`config.mk`:
```
export PLATFORM = sky130hd
export DESIGN_NAME = seq_nibble_adder
export DESIGN_NICKNAME = d
export VERILOG_FILES = /design/src/rtl/seq_nibble_adder.sv
export SDC_FILE = /design/constraint.sdc
export NUM_CORES = 1
export LEC_CHECK = 0
export ABC_AREA = 1
export CAP_MARGIN = 10
export CORE_ASPECT_RATIO = 0.8
export CORE_MARGIN = 3
export CORE_UTILIZATION = 50
export DETAILED_ROUTE_END_ITERATION = 6
export PLACE_DENSITY = 0.8
export SLEW_MARGIN = 25
export SYNTH_ARGS = -nofsm -noshare
export SYNTH_HDL_FRONTEND = slang
export SYNTH_SLANG_ARGS = --single-unit
```
`constraint.sdc`:
```
create_clock -name clk -period 2.7 [get_ports clk]
set_input_delay 0.54 -clock clk [delete_from_list [all_inputs] [get_ports clk]]
set_output_delay 0.54 -clock clk [all_outputs]
set_load 0.03 [all_outputs]
```
`src/rtl/seq_nibble_adder.sv`:
```
// Purpose: WIDTH-bit adder built from one 4-bit carry-look-ahead slice, LS nibble first.
// Latency: WIDTH/4 cycles from the accept edge to done_valid; one idle cycle between operations.
// Backpressure: holds DONE with stable outputs while done_ready is low; start_ready only in IDLE.
module seq_nibble_adder #(
  parameter int WIDTH = 16
) (
  input  logic             clk,
  input  logic             rst,
  input  logic             start_valid,
  output logic             start_ready,
  input  logic [WIDTH-1:0] a,
  input  logic [WIDTH-1:0] b,
  input  logic             c_in,
  output logic             done_valid,
  input  logic             done_ready,
  output logic [WIDTH-1:0] sum,
  output logic             c_out,
  output logic             overflow
);

  localparam int N  = WIDTH / 4;
  localparam int IW = (N > 1) ? $clog2(N) : 1;

  localparam logic [1:0] S_IDLE = 2'd0;
  localparam logic [1:0] S_RUN  = 2'd1;
  localparam logic [1:0] S_DONE = 2'd2;

  localparam logic [IW-1:0] LAST_IDX = IW'(N - 1);

  logic [1:0]          r_state;
  logic [N-1:0][3:0]   r_a;
  logic [N-1:0][3:0]   r_b;
  logic [N-1:0][3:0]   r_sum;
  logic                r_carry;
  logic [IW-1:0]       r_idx;
  logic                r_c_out;
  logic                r_overflow;

  logic [3:0]          w_an;
  logic [3:0]          w_bn;
  logic [3:0]          w_g;
  logic [3:0]          w_p;
  logic                w_c0;
  logic                w_c1;
  logic                w_c2;
  logic                w_c3;
  logic                w_c4;
  logic [3:0]          w_snib;
  logic                w_last;

  // Current nibble of each latched operand and its generate/propagate terms.
  assign w_an = r_a[r_idx];
  assign w_bn = r_b[r_idx];
  assign w_g  = w_an & w_bn;
  assign w_p  = w_an ^ w_bn;
  assign w_c0 = r_carry;

  // Fully expanded look-ahead carries; c3 of the top nibble is the carry into the MSB.
  assign w_c1 = w_g[0] | (w_p[0] & w_c0);
  assign w_c2 = w_g[1] | (w_p[1] & w_g[0]) | (w_p[1] & w_p[0] & w_c0);
  assign w_c3 = w_g[2] | (w_p[2] & w_g[1]) | (w_p[2] & w_p[1] & w_g[0])
              | (w_p[2] & w_p[1] & w_p[0] & w_c0);
  assign w_c4 = w_g[3] | (w_p[3] & w_g[2]) | (w_p[3] & w_p[2] & w_g[1])
              | (w_p[3] & w_p[2] & w_p[1] & w_g[0])
              | (w_p[3] & w_p[2] & w_p[1] & w_p[0] & w_c0);

  assign w_snib = w_p ^ {w_c3, w_c2, w_c1, w_c0};
  assign w_last = (r_idx == LAST_IDX);

  // Handshake outputs decode registered state only.
  assign start_ready = (r_state == S_IDLE);
  assign done_valid  = (r_state == S_DONE);
  assign sum         = r_sum;
  assign c_out       = r_c_out;
  assign overflow    = r_overflow;

  // Control FSM and nibble datapath; reset wins over any handshake.
  always_ff @(posedge clk) begin
    if (rst) begin
      r_state    <= S_IDLE;
      r_a        <= '0;
      r_b        <= '0;
      r_sum      <= '0;
      r_carry    <= 1'b0;
      r_idx      <= '0;
      r_c_out    <= 1'b0;
      r_overflow <= 1'b0;
    end else begin
      case (r_state)
        S_IDLE: begin
          if (start_valid) begin
            r_a     <= a;
            r_b     <= b;
            r_carry <= c_in;
            r_sum   <= '0;
            r_idx   <= '0;
            r_state <= S_RUN;
          end
        end
        S_RUN: begin
          r_sum[r_idx] <= w_snib;
          r_carry      <= w_c4;
          if (w_last) begin
            r_c_out    <= w_c4;
            r_overflow <= w_c3 ^ w_c4;
            r_state    <= S_DONE;
          end else begin
            r_idx <= r_idx + 1'b1;
          end
        end
        S_DONE: begin
          if (done_ready) begin
            r_state <= S_IDLE;
          end
        end
        default: begin
          r_state <= S_IDLE;
        end
      endcase
    end
  end

endmodule
```
==> results_tabular.tex <==
\begin{tabular}{lr}
\hline
Metric & Value \\
\hline
\multicolumn{2}{l}{\textbf{Clock network}} \\
Register clock-pin slew on the reported worst setup and hold paths & approximately 0.09 ns \\
Number of buffers inserted during clock tree synthesis & 5 \\
Root cell of the clock tree & sky130\_fd\_sc\_hd\_\_clkbuf\_8 \\
CTS H-Tree Depth & 2 \\
TritonCTS clock tree & done \\
Buffers inserted during post-CTS setup optimization & 0 \\
Clock latency on the worst-skew pair & roughly 0.30 ns \\
PostCTS Resize Cnt & 0 \\
Maximum clock path buffer count & 2 \\
Number of hold buffers added after CTS & 0 \\
Number of sinks driven by the clock tree & 55 \\
\multicolumn{2}{l}{\textbf{Timing}} \\
Final hold violations & 0 \\
Worst slew margin relative to its limit & 0.686 \\
Highest Clock Rate & about 440 MHz \\
Fin crit period & roughly 2.3 ns \\
Final number of setup-violating endpoints & 0 \\
Final total negative setup slack & 0 ns \\
Slew at the pin closest to its max-slew limit & approximately 0.47 ns \\
Total count of max-transition violations in the final report & 0 \\
Setup repair after global routing missed its margin & false \\
Post-route clock period utilization & 0.836 \\
Clock Skews & roughly 0.0032 ns \\
\multicolumn{2}{l}{\textbf{Synthesis}} \\
Largest cells by area after synthesis & sky130\_fd\_sc\_hd\_\_dfxtp\_1, sky130\_fd\_sc\_hd\_\_nor2\_1, sky130\_fd\_sc\_hd\_\_nand2\_1, sky130\_fd\_sc\_hd\_\_o21ai\_1, sky130\_fd\_sc\_hd\_\_ha\_1 \\
Gate count of the mapped netlist & approximately 350 \\
Combined area of all synthesized cells & roughly 2500 sq um \\
Proportion of netlist area held by the largest area contributor & 0.437 \\
Yosys reg bits & 55 \\
Total nets after synthesis & around 400 \\
Post-synthesis cell type count & 22 \\
Fraction of the yosys area taken by sequential cells & 0.437 \\
YS warnings & 0 \\
Post-synthesis area per instance & 7.11 sq um \\
Library cell occupying the most area in the post-synthesis netlist & sky130\_fd\_sc\_hd\_\_dfxtp\_1 \\
\multicolumn{2}{l}{\textbf{Global routing}} \\
Antenna violations before repair & 0 \\
Via count of the first global-routing pass & between 2000 and 2500 \\
Peak-usage layer in the global routing report & met1 \\
Met3 demand-to-capacity share in global routing & 0.0451 \\
Fraction of met2 tracks used by global routing & 0.305 \\
Met1 track utilization from global routing & 0.308 \\
Overall overflow remaining after global route & 0 \\
All-layer global routing usage & 0.208 \\
Pin count of the biggest net entering global routing & 37 \\
First-pass GRT wire length & between 10000 and 15000 microns \\
\multicolumn{2}{l}{\textbf{Detailed routing}} \\
DR vias & around 2400 \\
Mean number of vias per cell & around 5 \\
Post-detailed-route wirelength per cell & 12.6 microns \\
Antenna-violating nets left & 0 \\
Total routed wirelength & about 5900 microns \\
Post-route DRC violation count & 0 \\
Drt first pass iters & 4 \\
Violation count after the first detailed-route iteration & $\sim$180 \\
\multicolumn{2}{l}{\textbf{Min path}} \\
Worst min-delay path category & flip-flop to flip-flop \\
Worst Hold Launch & sum[0] \\
Hold path cells & 2 \\
Worst Hold Path EP & sum[0] \\
\multicolumn{2}{l}{\textbf{Floorplan}} \\
DIE AREA & approximately 5900 sq um \\
Starting utilization of the core area & 0.535 \\
Placeable core region & 4710 sq um \\
Ports placed on the boundary & between 50 and 60 \\
Floorplan die width & roughly 85 microns \\
Die height & 69.5 microns \\
Number of standard-cell rows in the floorplan & 22 \\
\multicolumn{2}{l}{\textbf{Worst setup path}} \\
Slowest CP cell & sky130\_fd\_sc\_hd\_\_dfxtp\_1 \\
Crit Path Class & flip-flop to flip-flop \\
Peak fanout along the critical path & 12 \\
Cell Chain, Critical Path & inv\_1 -> o21ai\_0 -> o22ai\_1 -> ha\_1 -> nand2\_1 -> nand2\_1 -> nor2\_1 -> nand3\_1 -> nand3\_1 -> a21oi\_1 \\
Crit path required time & 2.89 ns \\
Worst r2r src & r\_idx[1] \\
Worst-case reg-to-reg path depth & 10 \\
Critical path origin & r\_idx[1] \\
Startpoint type of the worst setup path & flip-flop \\
WP data arrival & 2.45 ns \\
Terminus of the critical flop-to-flop path & sum[15] \\
Biggest cell delay along the critical path & 0.55 ns \\
Critical path capture point type & flip-flop \\
Register-to-register setup slack & 0.44 ns \\
\multicolumn{2}{l}{\textbf{Layout}} \\
Most common cell after layout, fill and taps aside & sky130\_fd\_sc\_hd\_\_nor2\_1 \\
Layout cells sized above 1 & 0.0591 \\
Layout Nets & 452 \\
Fillers & 440 \\
Summed area of non-filler cells in the final layout & around 3200 sq um \\
Commonest cells after routing, fill and taps aside & sky130\_fd\_sc\_hd\_\_nor2\_1, sky130\_fd\_sc\_hd\_\_clkdlybuf4s50\_1, sky130\_fd\_sc\_hd\_\_dfxtp\_1 \\
Area added between synthesis and finish & 27.0\% \\
Ant. Diodes & 0 \\
\multicolumn{2}{l}{\textbf{Placement}} \\
Post-DP Area & 3080 sq um \\
Final weighted congestion in routability-driven placement & about 0.9 \\
HPWL after DPL & 4380 microns \\
Buffers on Ports & 56 \\
\multicolumn{2}{l}{\textbf{Status}} \\
Outcome & complete, no violations \\
\multicolumn{2}{l}{\textbf{Power}} \\
Maximum vdd drop & 0.365 mV \\
Overall Power & approximately 0.0020 W \\
LEAKAGE & around 1.3 nW \\
Cell Pwr Density & slightly above 600 nW/um\^{}2 \\
\multicolumn{2}{l}{\textbf{Run}} \\
Max Cap Viol & 0 \\
\hline
\end{tabular}
registers in the layout (all words and copies together) (netlist names):
signal,flops
r_a,16
r_b,16
sum,16
r_idx,2
r_state,2
c_out,1
overflow,1
r_carry,1
logic make-up after synthesis:
group                      synth area share
buffers and inverters                0.0815
DFF                                   0.437
adders and majority gates            0.0527
AOI/OAI and AO/OA                     0.168
and+or+nand+nor                       0.256
xor gates and xnor gates            0.00348
metal layers:
metal | vias to the layer above | wire length (microns) | share of wire
met5 | - | 0 | 0
met4 | 0 | 54 | 0.0092
met3 | 7 | 397 | 0.067
met2 | 72 | 2530 | 0.43
met1 | 1059 | 2910 | 0.49
li1 | 1242 | - | -
how the worst max path moves through the flow:
stage | slack, ns | endpoint
after floorplan | 0.68 | overflow
after global placement | 0.57 | sum[15]
after detailed placement | 0.50 | sum[15]
after CTS | 0.48 | sum[15]
after global routing | 0.23 | sum[15]
final | 0.44 | sum[15]
stage by stage:
step           hold WS (ns)  utilization  setup slack [ns]  cells
2_1_floorplan         0.450            -             0.682    354
3_3_place_gp          0.450        0.654             0.572    458
3_5_place_dp          0.453        0.654             0.504    458
4_1_cts               0.468        0.679             0.477    466
5_1_grt               0.487        0.679             0.234    466
6_report              0.466        0.679             0.443    466
final cells by class:
type / instances / area (sq um) / share of cell area
clock buffer: 6 / 82.6 / 0.0258
clock inverter: 2 / 35.0 / 0.0110
inverter: 25 / 93.8 / 0.0294
multi-input combinational: 257 / 1210 / 0.379
sequential: 55 / 1100 / 0.344
tap: 60 / 75.1 / 0.0235
timing repair buffer: 61 / 598 / 0.187
worst max-delay path: cells and delay by family, from the launching register on:
family	cells	cell delay (ns)
AOI/OAI and AO/OA	3	0.29
adders and majority gates	1	0.41
buffers and inverters	1	0.24
DFF	1	0.55
and+or+nand+nor	5	0.65
where the power goes:
part           switching, W  internal, W  leakage [nW]
logic              0.000308     0.000196         0.826
registers         0.0000387     0.000869         0.452
clock network      0.000252     0.000300        0.0612
total              0.000598      0.00137          1.34
cell usage after synthesis:
cell type,n
sky130_fd_sc_hd__dfxtp_1,55
sky130_fd_sc_hd__clkbuf_1,5
sky130_fd_sc_hd__ha_1,9
sky130_fd_sc_hd__nand3_1,16
sky130_fd_sc_hd__o21ai_0,20
sky130_fd_sc_hd__inv_1,17
sky130_fd_sc_hd__a31oi_1,1
sky130_fd_sc_hd__fa_1,1
sky130_fd_sc_hd__inv_2,8
sky130_fd_sc_hd__buf_4,3
sky130_fd_sc_hd__o211ai_1,1
sky130_fd_sc_hd__o22ai_1,8
sky130_fd_sc_hd__nor2_2,1
sky130_fd_sc_hd__nand2_2,2
sky130_fd_sc_hd__nor2_1,96
sky130_fd_sc_hd__nand4_1,1
sky130_fd_sc_hd__nand2_1,48
sky130_fd_sc_hd__o21ai_1,33
sky130_fd_sc_hd__buf_6,4
sky130_fd_sc_hd__a21oi_1,19
sky130_fd_sc_hd__buf_2,5
sky130_fd_sc_hd__xor2_1,1
Note: power is estimated with default switching activity, not from simulation.
